### config.mk
export PLATFORM = sky130hd
export DESIGN_NAME = fetch_unit
export DESIGN_NICKNAME = d
export VERILOG_FILES = /design/src/rtl/fetch_unit.sv
export SDC_FILE = /design/constraint.sdc
export NUM_CORES = 1
export LEC_CHECK = 0
export BUFFER_PORTS_ARGS = -buffer_cell sky130_fd_sc_hd__buf_2
export CAP_MARGIN = 20
export CORE_MARGIN = 2
export CORE_UTILIZATION = 58
export DETAILED_ROUTE_END_ITERATION = 10
export PLACE_DENSITY = 0.88
export RECOVER_POWER = 25
export SLEW_MARGIN = 20
export SYNTH_ARGS = -nofsm -noshare
export SYNTH_HDL_FRONTEND = slang
export SYNTH_SLANG_ARGS = --single-unit
### constraint.sdc
create_clock -name clk -period 7.4 [get_ports clk]
set_input_delay 0.74 -clock clk [delete_from_list [all_inputs] [get_ports clk]]
set_output_delay 0.74 -clock clk [all_outputs]
set_load 0.05 [all_outputs]
### src/rtl/fetch_unit.sv
// fetch_unit -- instruction fetch front end.
//
// The unit issues one word request at a time to instruction memory and
// buffers the returned words, each with its address, in a small FIFO. It
// presents the FIFO head to decode with a valid/ready handshake. A redirect
// from a later stage flushes the buffer and restarts fetch at a new address.
// A request that is still in flight when a redirect arrives has its response
// dropped.
//
// Parameters
//   RESET_PC     first fetch address after reset
//   DEPTH        instruction buffer entries (1..4)
// Ports
//   clk          rising-edge clock
//   reset        synchronous, active-high reset
//   imem_req     one-cycle request strobe to instruction memory
//   imem_addr    word address of the request
//   imem_rdata   returned instruction word
//   imem_valid   response strobe
//   redirect     redirect request from a later stage
//   redirect_pc  new fetch address, sampled with redirect
//   instr        instruction at the buffer head
//   instr_pc     address of instr
//   instr_valid  buffer non-empty
//   instr_ready  decode accepts instr this cycle
module fetch_unit #(
  parameter logic [15:0] RESET_PC = 16'h0000,
  parameter int          DEPTH    = 2
) (
  input  logic        clk,
  input  logic        reset,
  output logic        imem_req,
  output logic [15:0] imem_addr,
  input  logic [31:0] imem_rdata,
  input  logic        imem_valid,
  input  logic        redirect,
  input  logic [15:0] redirect_pc,
  output logic [31:0] instr,
  output logic [15:0] instr_pc,
  output logic        instr_valid,
  input  logic        instr_ready
);

  localparam int               PTR_W    = (DEPTH > 1) ? $clog2(DEPTH) : 1;
  localparam logic [2:0]       DEPTH_C  = 3'(DEPTH);
  localparam logic [PTR_W-1:0] LAST_IDX = PTR_W'(DEPTH - 1);

  typedef enum logic [1:0] {FETCH, WAIT, DRAIN} state_t;

  state_t           state, state_nxt;
  logic [15:0]      pc, pc_nxt;
  logic [31:0]      buf_instr [DEPTH];
  logic [15:0]      buf_pc    [DEPTH];
  logic [PTR_W-1:0] rd_ptr, wr_ptr;
  logic [2:0]       count;
  logic             issue, push, pop, has_entry;

  function automatic logic [PTR_W-1:0] ptr_inc(input logic [PTR_W-1:0] p);
    return (p == LAST_IDX) ? '0 : p + PTR_W'(1);
  endfunction

  // Next-state / request logic. Only one request is ever outstanding, so the
  // occupancy test at issue time is enough to guarantee the push has room.
  always_comb begin
    state_nxt = state;
    pc_nxt    = pc;
    issue     = 1'b0;
    push      = 1'b0;
    case (state)
      FETCH: begin
        issue = (count < DEPTH_C) && !redirect;
        if (redirect) begin
          pc_nxt = redirect_pc;
        end else if (issue) begin
          state_nxt = WAIT;
        end
      end
      WAIT: begin
        if (redirect) begin
          pc_nxt    = redirect_pc;
          // A response in the same cycle as the redirect is simply dropped;
          // otherwise the response is still in flight and must be drained.
          state_nxt = imem_valid ? FETCH : DRAIN;
        end else if (imem_valid) begin
          push      = 1'b1;
          pc_nxt    = pc + 16'd1;
          state_nxt = FETCH;
        end
      end
      DRAIN: begin
        if (redirect) begin
          pc_nxt = redirect_pc;
        end
        if (imem_valid) begin
          state_nxt = FETCH;
        end
      end
      default: state_nxt = FETCH;
    endcase
  end

  assign has_entry   = (count != 3'd0);
  assign instr_valid = has_entry && !reset;
  assign pop         = instr_valid && instr_ready;
  assign imem_req    = issue && !reset;
  assign imem_addr   = pc;
  assign instr       = instr_valid ? buf_instr[rd_ptr] : 32'h0;
  assign instr_pc    = instr_valid ? buf_pc[rd_ptr]    : 16'h0;

  // Control state: FSM, fetch PC and FIFO bookkeeping.
  always_ff @(posedge clk) begin
    if (reset) begin
      state  <= FETCH;
      pc     <= RESET_PC;
      rd_ptr <= '0;
      wr_ptr <= '0;
      count  <= 3'd0;
    end else begin
      state <= state_nxt;
      pc    <= pc_nxt;
      if (redirect) begin
        rd_ptr <= '0;
        wr_ptr <= '0;
        count  <= 3'd0;
      end else begin
        if (push) wr_ptr <= ptr_inc(wr_ptr);
        if (pop)  rd_ptr <= ptr_inc(rd_ptr);
        case ({push, pop})
          2'b10:   count <= count + 3'd1;
          2'b01:   count <= count - 3'd1;
          default: count <= count;
        endcase
      end
    end
  end

  // Buffer storage: written on push, never reset; validity lives in count.
  always_ff @(posedge clk) begin
    if (push) begin
      buf_instr[wr_ptr] <= imem_rdata;
      buf_pc[wr_ptr]    <= pc;
    end
  end

endmodule
==> reports/metrics.yaml <==
floorplanning:
  core_area_sq_um: 8640
  die_area_sq_um: 9610
  start_util_pct: 59.4
  io-pin-count: 119
  die_width_um: 98.0
  rows: 34
  die_height_um: 98.0
clocking:
  clk_latency_ns: 0.51
  cts_setup_buffers: 0
  cts_tree: "done"
  cts_root_buf: "clkbuf_8"
  numClockSinks: 120
  cts_buffer_depth: 2
  ctsResizeCount: 0
  h-tree-depth: 4
  cts.clk_slew.worst_paths_ns: 0.06
  cts_buffers: 17
  ctsHoldBuffers: 0
power_and_ir_drop:
  power_density_nw_per_um2: 271
  p_leak_nw: 2.33
  peakVddDrop_mv: 0.181
yosys:
  ys.flop_type: "edfxtp_1"
  ys_seq_area_share_pct: 65.6
  synth_edf_count: 96
  synth.top_cell.area_share_pct: 56.2
  synth_area_per_cell_sq_um: 12.7
  synth.most_common_cell: "edfxtp_1"
  syn_nets: 461
  synth_common_cells: "96 x edfxtp_1, 68 x nor2_1, 50 x mux2i_1, 24 x dfxtp_1, 18 x a21oi_1"
  netlist_instances: 405
  ys_warn_count: 0
  yosys_register_bits: 120
  async_flop_share_pct: 0
  synthTopCellsByArea: "edfxtp_1 56%, mux2i_1 9.8%, dfxtp_1 9.4%"
  netlist_area_sq_um: 5130
  synth_area_leader_cell: "edfxtp_1"
  ys_types: 45
placed_design:
  dp_hpwl_um: 6550
  gp_congestion: 0.841
  io_buffers: 118
timing:
  max_freq_mhz: 324
  rsz0062_at_grt: "no"
  tightest_slew_ns: 0.960
  min_period_ns: 3.09
  setup_viol: 0
  max_slew_margin_pct: 35.9
  worst_clock_skew_ns: 0.00947
  finalSetupTns_ns: 0
  hold_slack_ns: 0.417
  slew_violations: 0
  min_period_over_period_pct: 41.7
  finalHoldViolCount: 0
setup_path:
  crit_fanout: 49
  critPathArrivalTime_ns: 2.35
  critPathLaunchType: "register"
  end_kind: "primary output"
  r2r_slack_ns: 4.96
  cp.required_ns: 6.66
  worstSetupPathType: "register to primary output"
  worstRegToRegCells: 8
routing:
  routed_wl_um: 10600
  drtIter0Drc: 226
  drc: 0
  detail-route-antenna-nets: 0
  drt-pass1-iter-count: 5
  wire_per_inst_um: 16.6
  viasPerCell: 5.74
  via_count: 3677
cells_and_area:
  final_layout_size_suffix_gt1_share_pct: 25.5
  final_nets: 576
  fillers: 594
  area.sequential_sq_um: 3360
  multi_input_area_sq_um: 1640
  antenna_cells: 0
  area_growth_pct: 24.4
global_routing:
  antenna_found_initial: 0
  grt_pass1_wl_um: 17200
  grt_max_degree: 50
  overflow: 0
  grt_usage_pct: 22.8
  grt_pass1_vias: 3505
min_path:
  worstHoldPathCells: 1
  min_path_type: "input pin to register"
run_status:
  outcome: "complete, no violations"
run:
  drv_cap: 0
-- power breakdown --
| part | total (W) | leakage [nW] | internal, W | switching [W] |
|---|---|---|---|---|
| clock network | 0.000864 | 0.303 | 0.000579 | 0.000285 |
| logic | 0.0000969 | 0.962 | 0.0000303 | 0.0000666 |
| registers | 0.000764 | 1.07 | 0.000744 | 0.0000205 |
-- worst max-delay path: stages (launching register included) --
cell and delay [ns]:
dfxtp_1 0.33, nor3_1 0.29, or2_2 0.77, nor2_1 0.18
buf_2 0.26
-- cell type report --
| type | instances | area share, % |
|---|---|---|
| multi-input combinational | 253 | 25.7 |
| timing repair buffer | 121 | 9.22 |
| sequential | 120 | 52.8 |
| tap | 108 | 2.12 |
| clock inverter | 13 | 3.18 |
| inverter | 7 | 0.412 |
| clock buffer | 19 | 6.61 |
-- cells in the final DEF, fill, tap and decap left out, types with 11 or more instances in the layout --
master,netlist,final
buf_2,5,98
edfxtp_1,96,96
nor2_1,68,66
mux2i_1,50,50
dfxtp_1,24,23
clkbuf_1,15,22
a21oi_1,18,18
clkbuf_16,0,16
nand2_1,11,11
o21ai_0,11,11
-- logic make-up after synthesis --
kind of cell | synth area share, %
AO/OA/AOI/OAI | 6.30
XOR/XNOR | 0.684
adder cells (fa/ha/maj) | 0.879
buffers and inverters | 2.76
flip-flops | 65.6
multiplexers | 9.98
AND/OR/NAND/NOR | 13.8
-- final timing paths --
| check | to | startpoint |
|---|---|---|
| max | instr_pc[11] | count[2] |
| min | buf_instr[1][1] | imem_rdata[1] |
| max reg2reg | count[2] | state[0] |
| min reg2reg | rd_ptr | rd_ptr |
-- flip-flops by register name (all words and copies together) (netlist names), named ones only --
| register | flops |
|---|---|
| buf_instr | 64 |
| buf_pc | 32 |
| count | 3 |
| imem_addr | 16 |
| rd_ptr | 1 |
| state | 2 |
| wr_ptr | 1 |
-- stage by stage --
step	util, %	std cells	total power, W	setup slack [ns]	cell area, sq um
2_1_floorplan	-	405	0.000837	3.53	5130
3_3_place_gp	66.9	609	0.000869	4.35	5780
3_5_place_dp	66.9	609	0.000874	4.33	5780
4_1_cts	74.1	641	0.00173	4.29	6400
5_1_grt	73.8	641	0.00177	4.15	6370
6_report	73.8	641	0.00173	4.31	6370
-- layer usage --
metal	routed length, um	track usage [%]
met2	5270	36.6
met4	163	8.65
met1	4350	30.4
met3	863	5.65
met5	0	0
(Power assumes the default switching activity.)
